$ cat src/rtl/mdu_ctrl.sv
// mdu_ctrl: HI/LO multiply-divide unit controller for a 5-stage MIPS-style pipeline.
// MULT/MULTU run through a MUL_LAT-cycle multiply state. DIV/DIVU run a 32-step
// restoring divider on operand magnitudes. MTHI/MTLO write HI/LO directly.
// Results sit in DONE until the pipeline is free (ext_stall=0), and are then
// committed to HI/LO.
//
// Ports:
//   clk, rst            clock, synchronous active-low reset
//   op_validE, op_typeE HI/LO-class op in E stage and its type
//   srcaE, srcbE        rs/rt operands
//   ext_stall           stall from other pipeline sources
//   flush_exceptionM    exception flush, cancels the E-stage op
//   mult_stallE         stall request while a multiply is in flight
//   div_stallE          stall request while a divide is in flight
//   hi_o, lo_o          architectural HI/LO
//   busy                FSM not idle
//
// state | meaning
// IDLE  | waiting for an op; MTHI/MTLO are handled here
// MUL   | multiply pipeline, cnt counts down from MUL_LAT-1
// DIV   | one quotient bit per cycle, cnt counts down from 31
// DONE  | result held, committed to HI/LO once ext_stall is low
module mdu_ctrl #(
  parameter int MUL_LAT = 2
) (
  input  logic        clk,
  input  logic        rst,
  input  logic        op_validE,
  input  logic [2:0]  op_typeE,
  input  logic [31:0] srcaE,
  input  logic [31:0] srcbE,
  input  logic        ext_stall,
  input  logic        flush_exceptionM,
  output logic        mult_stallE,
  output logic        div_stallE,
  output logic [31:0] hi_o,
  output logic [31:0] lo_o,
  output logic        busy
);

  typedef enum logic [1:0] {
    S_IDLE = 2'd0,
    S_MUL  = 2'd1,
    S_DIV  = 2'd2,
    S_DONE = 2'd3
  } state_t;

  localparam logic [2:0] OP_MULT  = 3'b000;
  localparam logic [2:0] OP_MULTU = 3'b001;
  localparam logic [2:0] OP_DIV   = 3'b010;
  localparam logic [2:0] OP_DIVU  = 3'b011;
  localparam logic [2:0] OP_MTHI  = 3'b100;
  localparam logic [2:0] OP_MTLO  = 3'b101;

  state_t      state_q, state_d;
  logic [4:0]  cnt_q, cnt_d;
  // opa holds the multiplicand, or the dividend magnitude shifting into the quotient
  logic [31:0] opa_q, opa_d;
  // opb holds the multiplier, or the divisor magnitude
  logic [31:0] opb_q, opb_d;
  logic [31:0] rem_q, rem_d;
  logic        sgn_q, sgn_d;
  logic        neg_quo_q, neg_quo_d;
  logic        neg_rem_q, neg_rem_d;
  logic [63:0] res_q, res_d;
  logic [31:0] hi_q, hi_d;
  logic [31:0] lo_q, lo_d;

  logic        can_issue, issue_mul, issue_div, mt_write;
  logic [31:0] abs_a, abs_b;
  logic [63:0] mul_a, mul_b, prod;
  logic [32:0] trial;
  logic [31:0] rem_next, quo_next, rem_fix, quo_fix;

  // rst gating keeps stalls and issue quiet during the cycle reset is applied
  assign can_issue = rst && (state_q == S_IDLE) && op_validE && !flush_exceptionM;
  assign issue_mul = can_issue && ((op_typeE == OP_MULT) || (op_typeE == OP_MULTU));
  assign issue_div = can_issue && ((op_typeE == OP_DIV) || (op_typeE == OP_DIVU));
  assign mt_write  = can_issue && !ext_stall &&
                     ((op_typeE == OP_MTHI) || (op_typeE == OP_MTLO));

  assign mult_stallE = issue_mul || (rst && (state_q == S_MUL));
  assign div_stallE  = issue_div || (rst && (state_q == S_DIV));
  assign busy        = rst && (state_q != S_IDLE);
  assign hi_o        = hi_q;
  assign lo_o        = lo_q;

  always_comb begin
    abs_a = (op_typeE == OP_DIV && srcaE[31]) ? -srcaE : srcaE;
    abs_b = (op_typeE == OP_DIV && srcbE[31]) ? -srcbE : srcbE;

    // Low 64 bits of a sign/zero-extended product are exact for both signednesses
    mul_a = {{32{sgn_q & opa_q[31]}}, opa_q};
    mul_b = {{32{sgn_q & opb_q[31]}}, opb_q};
    prod  = mul_a * mul_b;

    // Restoring step; partial remainder stays below the divisor so bit 32 is the borrow.
    // With a zero divisor every step succeeds: quotient all ones, remainder = dividend.
    trial = {rem_q, opa_q[31]} - {1'b0, opb_q};
    if (!trial[32]) begin
      rem_next = trial[31:0];
      quo_next = {opa_q[30:0], 1'b1};
    end else begin
      rem_next = {rem_q[30:0], opa_q[31]};
      quo_next = {opa_q[30:0], 1'b0};
    end
    quo_fix = neg_quo_q ? -quo_next : quo_next;
    rem_fix = neg_rem_q ? -rem_next : rem_next;
  end

  always_comb begin
    state_d   = state_q;
    cnt_d     = cnt_q;
    opa_d     = opa_q;
    opb_d     = opb_q;
    rem_d     = rem_q;
    sgn_d     = sgn_q;
    neg_quo_d = neg_quo_q;
    neg_rem_d = neg_rem_q;
    res_d     = res_q;
    hi_d      = hi_q;
    lo_d      = lo_q;

    case (state_q)
      S_IDLE: begin
        if (issue_mul) begin
          opa_d   = srcaE;
          opb_d   = srcbE;
          sgn_d   = (op_typeE == OP_MULT);
          cnt_d   = 5'(MUL_LAT - 1);
          state_d = S_MUL;
        end else if (issue_div) begin
          opa_d     = abs_a;
          opb_d     = abs_b;
          rem_d     = 32'd0;
          neg_quo_d = (op_typeE == OP_DIV) && (srcaE[31] ^ srcbE[31]);
          neg_rem_d = (op_typeE == OP_DIV) && srcaE[31];
          cnt_d     = 5'd31;
          state_d   = S_DIV;
        end else if (mt_write) begin
          if (op_typeE == OP_MTHI) hi_d = srcaE;
          else                     lo_d = srcaE;
        end
      end
      S_MUL: begin
        if (cnt_q == 5'd0) begin
          res_d   = prod;
          state_d = S_DONE;
        end else begin
          cnt_d = cnt_q - 5'd1;
        end
      end
      S_DIV: begin
        opa_d = quo_next;
        rem_d = rem_next;
        if (cnt_q == 5'd0) begin
          res_d   = {rem_fix, quo_fix};
          state_d = S_DONE;
        end else begin
          cnt_d = cnt_q - 5'd1;
        end
      end
      S_DONE: begin
        if (!ext_stall) begin
          hi_d    = res_q[63:32];
          lo_d    = res_q[31:0];
          state_d = S_IDLE;
        end
      end
      default: state_d = S_IDLE;
    endcase

    if (flush_exceptionM) begin
      state_d = S_IDLE;
      hi_d    = hi_q;
      lo_d    = lo_q;
    end
  end

  always_ff @(posedge clk) begin
    if (!rst) begin
      state_q   <= S_IDLE;
      cnt_q     <= 5'd0;
      opa_q     <= 32'd0;
      opb_q     <= 32'd0;
      rem_q     <= 32'd0;
      sgn_q     <= 1'b0;
      neg_quo_q <= 1'b0;
      neg_rem_q <= 1'b0;
      res_q     <= 64'd0;
      hi_q      <= 32'd0;
      lo_q      <= 32'd0;
    end else begin
      state_q   <= state_d;
      cnt_q     <= cnt_d;
      opa_q     <= opa_d;
      opb_q     <= opb_d;
      rem_q     <= rem_d;
      sgn_q     <= sgn_d;
      neg_quo_q <= neg_quo_d;
      neg_rem_q <= neg_rem_d;
      res_q     <= res_d;
      hi_q      <= hi_d;
      lo_q      <= lo_d;
    end
  end

endmodule
$ cat config.mk
export PLATFORM = sky130hd
export DESIGN_NAME = mdu_ctrl
export DESIGN_NICKNAME = d
export VERILOG_FILES = /design/src/rtl/mdu_ctrl.sv
export SDC_FILE = /design/constraint.sdc
export NUM_CORES = 2
export LEC_CHECK = 0
export ABC_AREA = 1
export CAP_MARGIN = 20
export CORE_MARGIN = 10
export CORE_UTILIZATION = 60
export DETAILED_ROUTE_END_ITERATION = 7
export PLACE_DENSITY = 0.78
export SETUP_SLACK_MARGIN = 0.1
export SLEW_MARGIN = 10
export SYNTH_ARGS = -nofsm -noshare
export SYNTH_HDL_FRONTEND = slang
export SYNTH_SLANG_ARGS = --single-unit
export TNS_END_PERCENT = 30
$ cat constraint.sdc
create_clock -name clk -period 17.8 [get_ports clk]
set_clock_uncertainty 0.1 [all_clocks]
set_input_delay 3.56 -clock clk [delete_from_list [all_inputs] [get_ports clk]]
set_output_delay 3.56 -clock clk [all_outputs]
set_load 0.01 [all_outputs]
==> results.txt <==
Worst VDD drop: 58.5 uV
Global Route met2 Usage: 0.532
H-tree depth: 1
Die H: 323 um
Critical Path Start Type: input pin
Hold Startpoint: lo_o[7]
Met1 Usage GRT: 0.413
Post-synth EDFFs: 0
Dpl ws: 6.80 ns
Initial antenna violation count: 8
WL per Instance: 19.1 um
Setup TNS: 0 ns
Fin util: 0.636
Flop pwr share: 0.315
Unrepaired setup endpoints after global routing: false
Hold_buf cts: 0
Hold depth: 2
Sink Count: 234
Yosys warning count: 0
Clock Pin Slew Worst Setup and Hold Paths: 0.06 ns
Rows: 111
Switch Pwr: 736 uW
Met3 GRT Util: 0.0408
Setup ws final: 6.59 ns
Detailed Place HPWL: 134000 um
DIE AREA: 0.104 mm^2
PD cells: 31.6 mW/mm^2
Post-route minimum period: 11.21 ns
RR Startpoint: sgn_q
Largest net degree at the start of global routing: 99
Max Freq: 89.2 MHz
Post-CTS Resized: 0
Vias in the first global route: 49200
Final Hold Fails: 0
Synth async-reset ratio: 0
Largest family of logic cells by synthesized area: adder cells
Int Pwr: 1.10 mW
Kind of critical path: in -> out
MaxCap Viol Count: 0
Global route hottest layer: met2
CTS max path bufs: 3
Num CTS Buffers: 28
Global-route wire length before repair: 264000 um
Crit path max fanout: 61
Share of layout cells above drive strength 1: 0.0293
Total power: 1.84 mW
Complex-gate fraction of the synthesized area: 0.0847
Rel. slew slack: 0.358
All-Layer GR Usage: 0.319
Area share of fa/ha/maj cells after synthesis: 0.467
Status: finished, final reports clean
Remaining DRCs: 0
Cell count after synthesis: 7464
Crit end category: output port
Pleak: 30.8 nW
Final setup vio count: 0
Post-synth cell types: 60
Initial core utilization: 0.602
Slew Viols, Final: 0
IO buf count: 138
Switching share of power: 0.400
Period utilisation layout: 0.630
Main synth FF type: dfxtp_1
Hold Crit Class: reg -> reg
Final net count: 8780
Area delta synth->final: 5.57%
Comb power frac: 0.350
Worst Tran Pin Value: 0.961 ns
Syn_nets: 8917
Core footprint: 0.0914 mm^2
Reg2Reg Depth: 29
Setup Fix Bufs, Post-CTS: 0
CP required: 14.14 ns
CTS tree: done
Crit. Startpoint: rst
Post-route ant nets: 0
Worst path arrival time: 7.55 ns
Top Ports: 139
Routability cong.: 1.05
Syn avg cell area: 7.37 um^2
Xor/xnor cell area share of the yosys netlist: 0.0146
Root Driver: clkbuf_16
Simple-gate area share of the yosys netlist: 0.188
Register bit total from synthesis: 234
Initial DRC count: 4827
Vias: 48100
Clock power share: 0.335
Grt ovf: 0
Mux contribution to synthesized area: 0
Final WL: 163000 um
DRT Pass-1 Iters: 8
Post-synthesis sequential area ratio: 0.0851
Clock Latency Late Sink: 0.56 ns
DR vias/cell: 5.63
Synthesized cell area: 0.0550 mm^2
Die Wd: 323 um
==> cell families after synthesis <==
family / count (synthesis)
compound gates: 853
xor+xnor: 92
fa+ha+maj: 1381
buf+inv: 2337
flops: 234
simple gates: 2567
==> layer usage <==
metal / share of wire / up-vias
met5: 0.000043 / -
met4: 0.052 / 2
met3: 0.083 / 507
met2: 0.48 / 2366
met1: 0.38 / 23700
li1: - / 21500
==> path summary, 6_finish.rpt <==
path | end | slack [ns]
setup / recovery | mult_stallE | 6.59
hold / removal | lo_o[7] | 0.35
setup reg to reg | res_q[60] | 8.54
hold reg to reg | lo_o[7] | 0.35
==> cell usage in the layout, fill, tap and decap left out, types with 10 or more instances in the layout <==
master / count
inv_1: 1932
nand2_1: 1924
fa_1: 1126
a21oi_1: 378
o21ai_0: 324
nor2_1: 288
ha_1: 253
dfxtp_1: 233
nand3_1: 176
clkdlybuf4s50_1: 137
buf_4: 78
nor3_1: 57
xnor2_1: 48
xor2_1: 44
a31oi_1: 31
nand4_1: 29
clkbuf_16: 29
nand2_2: 21
o211ai_1: 21
o221ai_1: 18
inv_2: 17
o21bai_1: 17
nor4_1: 13
nand3b_1: 13
a21o_1: 10
==> layout make-up <==
class | count | area, um^2
multi-input cells | 4893 | 41600
fillers | 7971 | 33300
inverters | 1952 | 7330
flip-flops and latches | 234 | 4690
repair buffers | 218 | 2030
well taps | 1186 | 1480
clock buffers | 38 | 820
clock inverters | 14 | 165
diodes | 9 | 22.5
==> state kept, by name, indices dropped and copies added (netlist names) <==
signal,flops
res_q,64
hi_o,32
lo_o,32
opa_q,32
opb_q,32
rem_q,32
cnt_q,5
state_q,2
neg_quo_q,1
neg_rem_q,1
sgn_q,1
==> worst max-delay path: stages <==
cell	delay, ns
buf_4	0.47
inv_2	0.51
nor2_1	0.32
nand3_1	0.22
nor2_4	0.77
inv_2	0.46
nor2_1	0.34
inv_1	0.13
o21ai_0	0.11
clkdlybuf4s50_1	0.58
==> power groups by stage <==
stage / Clock (mW) / Sequential [mW] / Combinational (mW)
floorplan: 0 / 0.572 / 0.432
finish: 0.615 / 0.579 / 0.643
global placement: 0 / 0.589 / 0.612
global route: 0.637 / 0.579 / 0.701
CTS: 0.615 / 0.578 / 0.625
detailed placement: 0 / 0.589 / 0.621
==> cell usage after synthesis, types with 48 or more instances <==
cell      instances  area [um^2]
ha_1            255         3190
a21oi_1         378         1890
nand2_1        1925         7230
xnor2_1          48          420
dfxtp_1         234         4680
nand3_1         177          886
fa_1           1126        22500
clkbuf_1        295         1110
inv_1          1933         7260
nor3_1           57          285
o21ai_0         324         1620
nor2_1          289         1080
buf_1            80          300
==> through the flow <==
stage                     hold WS [ns]  cell area [um^2]  cells
after global placement           0.333             57000   8480
final                            0.346             58100   8544
after global routing             0.368             58100   8541
after CTS                        0.346             58000   8532
after floorplan                  0.331             55000   7464
after detailed placement         0.339             57000   8480
No activity file was read; power rests on OpenSTA's default activity.
